`config.mk`:
```
export PLATFORM = sky130hd
export DESIGN_NAME = rom_burst_arbiter_flat
export DESIGN_NICKNAME = d
export VERILOG_FILES = /design/src/rtl/rom_burst_arbiter_pkg.sv /design/src/rtl/rom_burst_arbiter_if.sv /design/src/rtl/rom_burst_arbiter_rr_arb2.sv /design/src/rtl/rom_burst_arbiter.sv /design/src/flat_wrapper.sv
export SDC_FILE = /design/constraint.sdc
export NUM_CORES = 1
export LEC_CHECK = 0
export ABC_CLOCK_PERIOD_IN_PS = 1600
export CAP_MARGIN = 20
export CORE_MARGIN = 2
export CORE_UTILIZATION = 28
export CTS_CLUSTER_SIZE = 40
export DETAILED_ROUTE_END_ITERATION = 10
export PLACE_DENSITY_LB_ADDON = 0.3
export SYNTH_ARGS = -nofsm -noshare
export SYNTH_HDL_FRONTEND = slang
export SYNTH_SLANG_ARGS = --single-unit
export TNS_END_PERCENT = 1
```
`constraint.sdc`:
```
create_clock -name clk -period 1.6 [get_ports clk]
set_input_delay 0.24 -clock clk [delete_from_list [all_inputs] [get_ports clk]]
set_output_delay 0.24 -clock clk [all_outputs]
set_load 0.02 [all_outputs]
```
`src/rtl/rom_burst_arbiter_pkg.sv`:
```
`default_nettype none
// ============================================================================
// Module   : rom_ctrl_pkg
// Purpose  : Shared types and constants for the ROM burst arbiter
//            (state enum, default bus widths, requester IDs).
// Revision : 1.0  initial release
// ============================================================================
package rom_ctrl_pkg;

  // Default ROM geometry: 32 words of 8 bits
  localparam int ROM_ADDR_W = 5;
  localparam int ROM_DATA_W = 8;

  // Requester identifiers as they appear on rd_id
  localparam logic ID_A = 1'b0;
  localparam logic ID_B = 1'b1;

  // Controller states
  typedef enum logic [0:0] {
    IDLE  = 1'b0,
    BURST = 1'b1
  } state_t;

endpackage : rom_ctrl_pkg
`default_nettype wire

```
`src/rtl/rom_burst_arbiter_if.sv`:
```
`default_nettype none
// ============================================================================
// Module   : rom_burst_arbiter_if
// Purpose  : Bundles the two requester ports, the ROM port and the read
//            return port. The slave modport is the arbiter's view; the
//            master modport is the requesters/ROM side.
// Revision : 1.0  initial release
// ============================================================================
interface rom_burst_arbiter_if #(
  parameter int ADDR_W = rom_ctrl_pkg::ROM_ADDR_W,
  parameter int DATA_W = rom_ctrl_pkg::ROM_DATA_W
);

  logic              req_a;
  logic              req_b;
  logic [ADDR_W-1:0] start_a;
  logic [ADDR_W-1:0] start_b;
  logic [ADDR_W-1:0] len_a;
  logic [ADDR_W-1:0] len_b;
  logic              gnt_a;
  logic              gnt_b;
  logic [ADDR_W-1:0] rom_addr;
  logic              rom_read_en;
  logic [DATA_W-1:0] rom_data;
  logic              rd_valid;
  logic [DATA_W-1:0] rd_data;
  logic              rd_id;
  logic              rd_last;

  modport slave (
    input  req_a, req_b, start_a, start_b, len_a, len_b, rom_data,
    output gnt_a, gnt_b, rom_addr, rom_read_en,
    output rd_valid, rd_data, rd_id, rd_last
  );

  modport master (
    output req_a, req_b, start_a, start_b, len_a, len_b, rom_data,
    input  gnt_a, gnt_b, rom_addr, rom_read_en,
    input  rd_valid, rd_data, rd_id, rd_last
  );

endinterface : rom_burst_arbiter_if
`default_nettype wire

```
`src/rtl/rom_burst_arbiter_rr_arb2.sv`:
```
`default_nettype none
// ============================================================================
// Module   : rr_arb2
// Purpose  : Two-way round-robin arbiter. A lone request always wins; on
//            contention the pointer side wins and the pointer then moves to
//            the losing side. Grant is combinational and one-hot.
// Revision : 1.0  initial release
// ============================================================================
module rr_arb2
  import rom_ctrl_pkg::*;
(
  input  logic       clk,
  input  logic       rst_n,
  input  logic [1:0] req,   // bit 0 = A, bit 1 = B
  input  logic       upd,   // a grant is being taken this cycle
  output logic [1:0] gnt
);

  logic ptr_q;
  logic ptr_d;

  // Winner selection from the current requests and pointer
  always_comb begin
    gnt = 2'b00;
    case (req)
      2'b01:   gnt = 2'b01;
      2'b10:   gnt = 2'b10;
      2'b11:   gnt = (ptr_q == ID_B) ? 2'b10 : 2'b01;
      default: gnt = 2'b00;
    endcase
  end

  // Pointer only moves when both sides competed: it hands priority to the loser
  always_comb begin
    ptr_d = ptr_q;
    if (upd && (req == 2'b11)) begin
      ptr_d = ~ptr_q;
    end
  end

  // Pointer register, A favoured out of reset
  always_ff @(posedge clk or negedge rst_n) begin
    if (!rst_n) begin
      ptr_q <= ID_A;
    end else begin
      ptr_q <= ptr_d;
    end
  end

endmodule : rr_arb2
`default_nettype wire

```
`src/rtl/rom_burst_arbiter.sv`:
```
`default_nettype none
// ============================================================================
// Module   : rom_burst_arbiter
// Purpose  : Shares a single-port ROM between requesters A and B. Grants
//            whole bursts round-robin, walks the ROM address once per cycle
//            and returns registered data tagged with the owner's ID.
// Revision : 1.0  initial release
// ============================================================================
module rom_burst_arbiter
  import rom_ctrl_pkg::*;
#(
  parameter int ADDR_W = ROM_ADDR_W,
  parameter int DATA_W = ROM_DATA_W
) (
  input  logic                clk,
  input  logic                rst_n,
  rom_burst_arbiter_if.slave  bus
);

  state_t            state_q, state_d;
  logic [ADDR_W-1:0] cur_q, cur_d;       // address driven to the ROM
  logic [ADDR_W-1:0] cnt_q, cnt_d;       // words remaining after the current one
  logic              owner_q, owner_d;
  logic              gnt_a_q, gnt_a_d;
  logic              gnt_b_q, gnt_b_d;
  logic              ren_q, ren_d;
  logic              rd_valid_q, rd_valid_d;
  logic [DATA_W-1:0] rd_data_q, rd_data_d;
  logic              rd_id_q, rd_id_d;
  logic              rd_last_q, rd_last_d;

  logic [1:0]        arb_gnt;

  // Requests are only arbitrated while idle; in BURST they are ignored
  rr_arb2 u_arb (
    .clk   (clk),
    .rst_n (rst_n),
    .req   ({bus.req_b, bus.req_a}),
    .upd   (state_q == IDLE),
    .gnt   (arb_gnt)
  );

  // Next-state, counter and output-register logic
  always_comb begin
    state_d    = state_q;
    cur_d      = cur_q;
    cnt_d      = cnt_q;
    owner_d    = owner_q;
    gnt_a_d    = 1'b0;
    gnt_b_d    = 1'b0;
    ren_d      = ren_q;
    rd_valid_d = 1'b0;
    rd_data_d  = rd_data_q;
    rd_id_d    = rd_id_q;
    rd_last_d  = 1'b0;

    case (state_q)
      IDLE: begin
        if (arb_gnt[0]) begin
          cur_d   = bus.start_a;
          cnt_d   = bus.len_a;
          owner_d = ID_A;
          gnt_a_d = 1'b1;
          ren_d   = 1'b1;
          state_d = BURST;
        end else if (arb_gnt[1]) begin
          cur_d   = bus.start_b;
          cnt_d   = bus.len_b;
          owner_d = ID_B;
          gnt_b_d = 1'b1;
          ren_d   = 1'b1;
          state_d = BURST;
        end
      end
      BURST: begin
        // Capture the word addressed this cycle; it appears next cycle
        rd_valid_d = 1'b1;
        rd_data_d  = bus.rom_data;
        rd_id_d    = owner_q;
        rd_last_d  = (cnt_q == '0);
        cur_d      = cur_q + ADDR_W'(1);
        if (cnt_q == '0) begin
          ren_d   = 1'b0;
          state_d = IDLE;
        end else begin
          cnt_d = cnt_q - ADDR_W'(1);
        end
      end
      default: begin
        state_d = IDLE;
        ren_d   = 1'b0;
      end
    endcase
  end

  // State and output registers; reset aborts any burst in flight
  always_ff @(posedge clk or negedge rst_n) begin
    if (!rst_n) begin
      state_q    <= IDLE;
      cur_q      <= '0;
      cnt_q      <= '0;
      owner_q    <= ID_A;
      gnt_a_q    <= 1'b0;
      gnt_b_q    <= 1'b0;
      ren_q      <= 1'b0;
      rd_valid_q <= 1'b0;
      rd_data_q  <= '0;
      rd_id_q    <= 1'b0;
      rd_last_q  <= 1'b0;
    end else begin
      state_q    <= state_d;
      cur_q      <= cur_d;
      cnt_q      <= cnt_d;
      owner_q    <= owner_d;
      gnt_a_q    <= gnt_a_d;
      gnt_b_q    <= gnt_b_d;
      ren_q      <= ren_d;
      rd_valid_q <= rd_valid_d;
      rd_data_q  <= rd_data_d;
      rd_id_q    <= rd_id_d;
      rd_last_q  <= rd_last_d;
    end
  end

  assign bus.gnt_a       = gnt_a_q;
  assign bus.gnt_b       = gnt_b_q;
  assign bus.rom_addr    = cur_q;
  assign bus.rom_read_en = ren_q;
  assign bus.rd_valid    = rd_valid_q;
  assign bus.rd_data     = rd_data_q;
  assign bus.rd_id       = rd_id_q;
  assign bus.rd_last     = rd_last_q;

endmodule : rom_burst_arbiter
`default_nettype wire

```
`src/flat_wrapper.sv`:
```
// flat-port wrapper written by rule: the top's interface ports become plain ports
module rom_burst_arbiter_flat import rom_ctrl_pkg::*;
#(
  parameter int ADDR_W = ROM_ADDR_W,
  parameter int DATA_W = ROM_DATA_W
)
  (clk, rst_n, bus_req_a, bus_req_b, bus_start_a, bus_start_b, bus_len_a, bus_len_b, bus_rom_data, bus_gnt_a, bus_gnt_b, bus_rom_addr, bus_rom_read_en, bus_rd_valid, bus_rd_data, bus_rd_id, bus_rd_last);
  rom_burst_arbiter_if #(.ADDR_W(ADDR_W), .DATA_W(DATA_W)) bus_i ();
  input  logic clk;
  input  logic rst_n;
  input wire logic [$bits(bus_i.req_a)-1:0] bus_req_a;
  input wire logic [$bits(bus_i.req_b)-1:0] bus_req_b;
  input wire logic [$bits(bus_i.start_a)-1:0] bus_start_a;
  input wire logic [$bits(bus_i.start_b)-1:0] bus_start_b;
  input wire logic [$bits(bus_i.len_a)-1:0] bus_len_a;
  input wire logic [$bits(bus_i.len_b)-1:0] bus_len_b;
  input wire logic [$bits(bus_i.rom_data)-1:0] bus_rom_data;
  output wire logic [$bits(bus_i.gnt_a)-1:0] bus_gnt_a;
  output wire logic [$bits(bus_i.gnt_b)-1:0] bus_gnt_b;
  output wire logic [$bits(bus_i.rom_addr)-1:0] bus_rom_addr;
  output wire logic [$bits(bus_i.rom_read_en)-1:0] bus_rom_read_en;
  output wire logic [$bits(bus_i.rd_valid)-1:0] bus_rd_valid;
  output wire logic [$bits(bus_i.rd_data)-1:0] bus_rd_data;
  output wire logic [$bits(bus_i.rd_id)-1:0] bus_rd_id;
  output wire logic [$bits(bus_i.rd_last)-1:0] bus_rd_last;
  assign bus_i.req_a = bus_req_a;
  assign bus_i.req_b = bus_req_b;
  assign bus_i.start_a = bus_start_a;
  assign bus_i.start_b = bus_start_b;
  assign bus_i.len_a = bus_len_a;
  assign bus_i.len_b = bus_len_b;
  assign bus_i.rom_data = bus_rom_data;
  assign bus_gnt_a = bus_i.gnt_a;
  assign bus_gnt_b = bus_i.gnt_b;
  assign bus_rom_addr = bus_i.rom_addr;
  assign bus_rom_read_en = bus_i.rom_read_en;
  assign bus_rd_valid = bus_i.rd_valid;
  assign bus_rd_data = bus_i.rd_data;
  assign bus_rd_id = bus_i.rd_id;
  assign bus_rd_last = bus_i.rd_last;
  rom_burst_arbiter #(.ADDR_W(ADDR_W), .DATA_W(DATA_W)) u_core (.clk(clk), .rst_n(rst_n), .bus(bus_i));
endmodule
```
==> flow_summary.yaml <==
global_routing:
  grt_pass1_wl_mm: 5.53
  track_usage_pct: 13.4
  grt_start_max_net_pins: 28
  globalRouteOverflowTotal: 0
  via_count_of_the_first_global_routing_pass: 1194
  antenna_found_initial: 0
detailed_routing:
  detail_route.iter0.violations: 47
  drt-wirelength-per-cell_um: 14.4
  firstDrtPassIters: 4
  vias_per_cell: 4.88
  detailroute.via_count: 1136
  route.detailed.drc: 0
  wl_mm: 3.34
  postRouteAntennaNets: 0
timing:
  setup_viol: 0
  finalSetupTns_ns: 0
  final_cycle_share_pct: 97.4
  fin_skew_ns: 0.00501
  hold_ws_ns: 0.343
  finalCriticalPeriod_ns: 1.56
  clock.fmax_mhz: 642
  timing.slew.headroom_pct: 73.6
  timing_worst_slew_pin_value_ns: 0.397
  report.final.slew_viol_count: 0
  finalHoldViolCount: 0
  rsz0062_at_grt: "true"
clocking:
  tritoncts: "done"
  clkLatencyLatePin_ns: 0.27
  path_clk_slew_ns: 0.09
  cts_max_path_buffers: 2
  clock_sink_count: 27
  htree_num_levels: 1
  cts-root-buf: "sky130_fd_sc_hd__clkbuf_8"
  cts_setup_buffers: 0
  cts_buffers: 3
place:
  io_buffers: 50
  post-place-cells: 229
  placement.cell_area_mm2: 0.00195
  place_hpwl_mm: 2.63
  gpl.final_weighted_congestion: 0.822
final_layout:
  areaGrowthSynthToFinish_pct: 53.2
  layout-drive-gt1-share_pct: 17.1
  diodes: 0
  instances_no_fill: 233
  finalInstanceArea_mm2: 0.00201
  mostFrequentLayoutCell: "sky130_fd_sc_hd__clkdlybuf4s50_1"
  final_net_count: 216
  most-common-layout-cells: "sky130_fd_sc_hd__clkdlybuf4s50_1 (49), sky130_fd_sc_hd__dfrtp_1 (27), sky130_fd_sc_hd__buf_4 (13), sky130_fd_sc_hd__nor2_1 (12), sky130_fd_sc_hd__mux2_2 (10)"
  finish.utilization_pct: 45.2
floorplan:
  io_pins: 51
  core_area_mm2: 0.00444
  die_x_um: 72.5
  placement_rows: 24
  die_h_um: 72.5
  initial_core_utilization_pct: 29.5
  fp.dieArea_mm2: 0.00525
critical_path:
  r2r_slack_ns: 0.11
  critical_path.top_delay_family: "buffers and inverters"
  timing.reg2reg.worst_path_depth: 7
  cp_slowest_stage_delay_ns: 0.64
  path_depth: 1
  startpoint_type: "register"
  timing.critical_path.required_ns: 1.36
  criticalPathCategory: "register to primary output"
  critical_path.endpoint_type: "primary output"
  worstPathMaxFanout: 5
  worst-path-buf-inv: 1
  crit_path_cell_trace: "clkdlybuf4s50_1"
  worstPathArrival_ns: 1.32
  cp_slowest_cell: "sky130_fd_sc_hd__clkdlybuf4s50_1"
synth:
  mappedNetlistArea_mm2: 0.00131
  synth_seq_cells: 27
  syn_avg_cell_area_um2: 11.0
  yosysSeqAreaShare_pct: 51.5
  yosysWarnings: 0
  synth.area.top_cells: "sky130_fd_sc_hd__dfrtp_1 (51%), sky130_fd_sc_hd__mux2_2 (8.6%), sky130_fd_sc_hd__mux2i_1 (3.8%)"
  synth_largest_type_area_fraction_pct: 51.5
  synthCells: 119
  ys_types: 33
  synth_largest_area_cell: "sky130_fd_sc_hd__dfrtp_1"
  net_count_after_synthesis: 153
power:
  power_density_mw_per_mm2: 1600
  peakVddDrop_mv: 0.581
  leak_pwr_nw: 0.864
min_path:
  hold_class: "input pin to async pin"
run_status:
  run_status: "complete, no violations"
flow_run:
  maxCapViolations: 0
-- what timing repair did --
item	CTS	global route
gates resized for setup	1	5
hold buffers	0	0
endpoints found under the setup margin	1	4
-- cell usage after synthesis --
| master | count |
|---|---|
| sky130_fd_sc_hd__dfrtp_1 | 27 |
| sky130_fd_sc_hd__nor2_1 | 12 |
| sky130_fd_sc_hd__mux2_2 | 10 |
| sky130_fd_sc_hd__nand2_1 | 9 |
| sky130_fd_sc_hd__inv_1 | 7 |
| sky130_fd_sc_hd__o21ai_0 | 7 |
| sky130_fd_sc_hd__mux2i_1 | 5 |
| sky130_fd_sc_hd__o22ai_1 | 5 |
| sky130_fd_sc_hd__buf_2 | 3 |
| sky130_fd_sc_hd__o221ai_1 | 3 |
| sky130_fd_sc_hd__xor2_1 | 3 |
| sky130_fd_sc_hd__a211o_1 | 2 |
| sky130_fd_sc_hd__ha_1 | 2 |
| sky130_fd_sc_hd__nand3_1 | 2 |
| sky130_fd_sc_hd__nor2b_1 | 2 |
| sky130_fd_sc_hd__o311ai_0 | 2 |
| sky130_fd_sc_hd__o32a_1 | 2 |
| sky130_fd_sc_hd__a211oi_1 | 1 |
| sky130_fd_sc_hd__a21bo_1 | 1 |
| sky130_fd_sc_hd__a22oi_1 | 1 |
| sky130_fd_sc_hd__a2bb2oi_1 | 1 |
| sky130_fd_sc_hd__buf_1 | 1 |
| sky130_fd_sc_hd__buf_6 | 1 |
| sky130_fd_sc_hd__nor3_1 | 1 |
| sky130_fd_sc_hd__nor4b_2 | 1 |
| sky130_fd_sc_hd__o211ai_1 | 1 |
| sky130_fd_sc_hd__o21a_1 | 1 |
| sky130_fd_sc_hd__o21ai_1 | 1 |
| sky130_fd_sc_hd__o311a_1 | 1 |
| sky130_fd_sc_hd__o31ai_1 | 1 |
| sky130_fd_sc_hd__or4_1 | 1 |
| sky130_fd_sc_hd__or4b_1 | 1 |
| sky130_fd_sc_hd__xnor2_1 | 1 |
-- flip-flops by register name (all words and copies together) (netlist names) --
signal and flops:
u_core.bus.rd_data 8, u_core.bus.rom_addr 5, u_core.cnt_q 5, u_core.bus.gnt_a 1, u_core.bus.gnt_b 1, u_core.bus.rd_id 1, u_core.bus.rd_last 1, u_core.bus.rd_valid 1
u_core.bus.rom_read_en 1, u_core.owner_q 1, u_core.state_q 1, u_core.u_arb.ptr_q 1
-- report_power, final --
group / switching [W] / leakage, nW / internal (W) / total (W)
Clock: 0.000207 / 0.0217 / 0.000176 / 0.000383
Sequential: 0.000235 / 0.320 / 0.000956 / 0.00119
Combinational: 0.000776 / 0.522 / 0.000858 / 0.00163
Total: 0.00122 / 0.864 / 0.00199 / 0.00321
-- cell families after synthesis --
| family | after synthesis | synth area share (%) |
|---|---|---|
| adders and majority gates | 2 | 1.91 |
| muxes | 15 | 12.4 |
| and+or+nand+nor | 29 | 10.6 |
| buffers and inverters | 12 | 4.29 |
| xor gates and xnor gates | 4 | 2.67 |
| DFF | 27 | 51.5 |
| AOI/OAI and AO/OA | 30 | 16.7 |
-- layout make-up --
| type | count | area (um2) |
|---|---|---|
| Clock buffer | 3 | 41.3 |
| Clock inverter | 1 | 7.51 |
| Fill cell | 404 | 2430 |
| Inverter | 7 | 26.3 |
| Multi-Input combinational cell | 80 | 594 |
| Sequential cell | 27 | 676 |
| Tap cell | 52 | 65.1 |
| Timing Repair Buffer | 63 | 601 |
-- worst paths after layout --
| check | startpoint | end |
|---|---|---|
| min in group clk | u_core.owner_q$_DFFE_PN0P_ | u_core.owner_q$_DFFE_PN0P_ |
| worst min register to register | u_core.owner_q$_DFFE_PN0P_ | u_core.owner_q$_DFFE_PN0P_ |
| worst min-delay path | rst_n | u_core.bus.rom_addr[2]$_DFFE_PN0P_ |
| worst max-delay path | u_core.bus.rom_addr[0]$_DFFE_PN0P_ | bus_rom_addr[0] |
| max in group asynchronous | rst_n | u_core.bus.rd_data[2]$_DFFE_PN0P_ |
| worst max register to register | u_core.cnt_q[0]$_DFFE_PN0P_ | u_core.cnt_q[0]$_DFFE_PN0P_ |
-- layer usage --
layer / global-route usage [%] / vias to the layer above / share of wire (%)
li1: - / 558 / -
met1: 17.1 / 531 / 45
met2: 22.8 / 41 / 48
met3: 1.94 / 6 / 5.1
met4: 5.56 / 0 / 1.8
met5: 0 / - / 0
-- metrics by stage --
step / total power, W / setup WS [ns]
finish: 0.00321 / 0.0418
global route: 0.00344 / -0.00742
CTS: 0.00322 / 0.00337
detailed placement: 0.00281 / -0.159
global placement: 0.00275 / -0.0784
floorplan: 0.00209 / 0.230
Note: power is estimated with default switching activity, not from simulation.
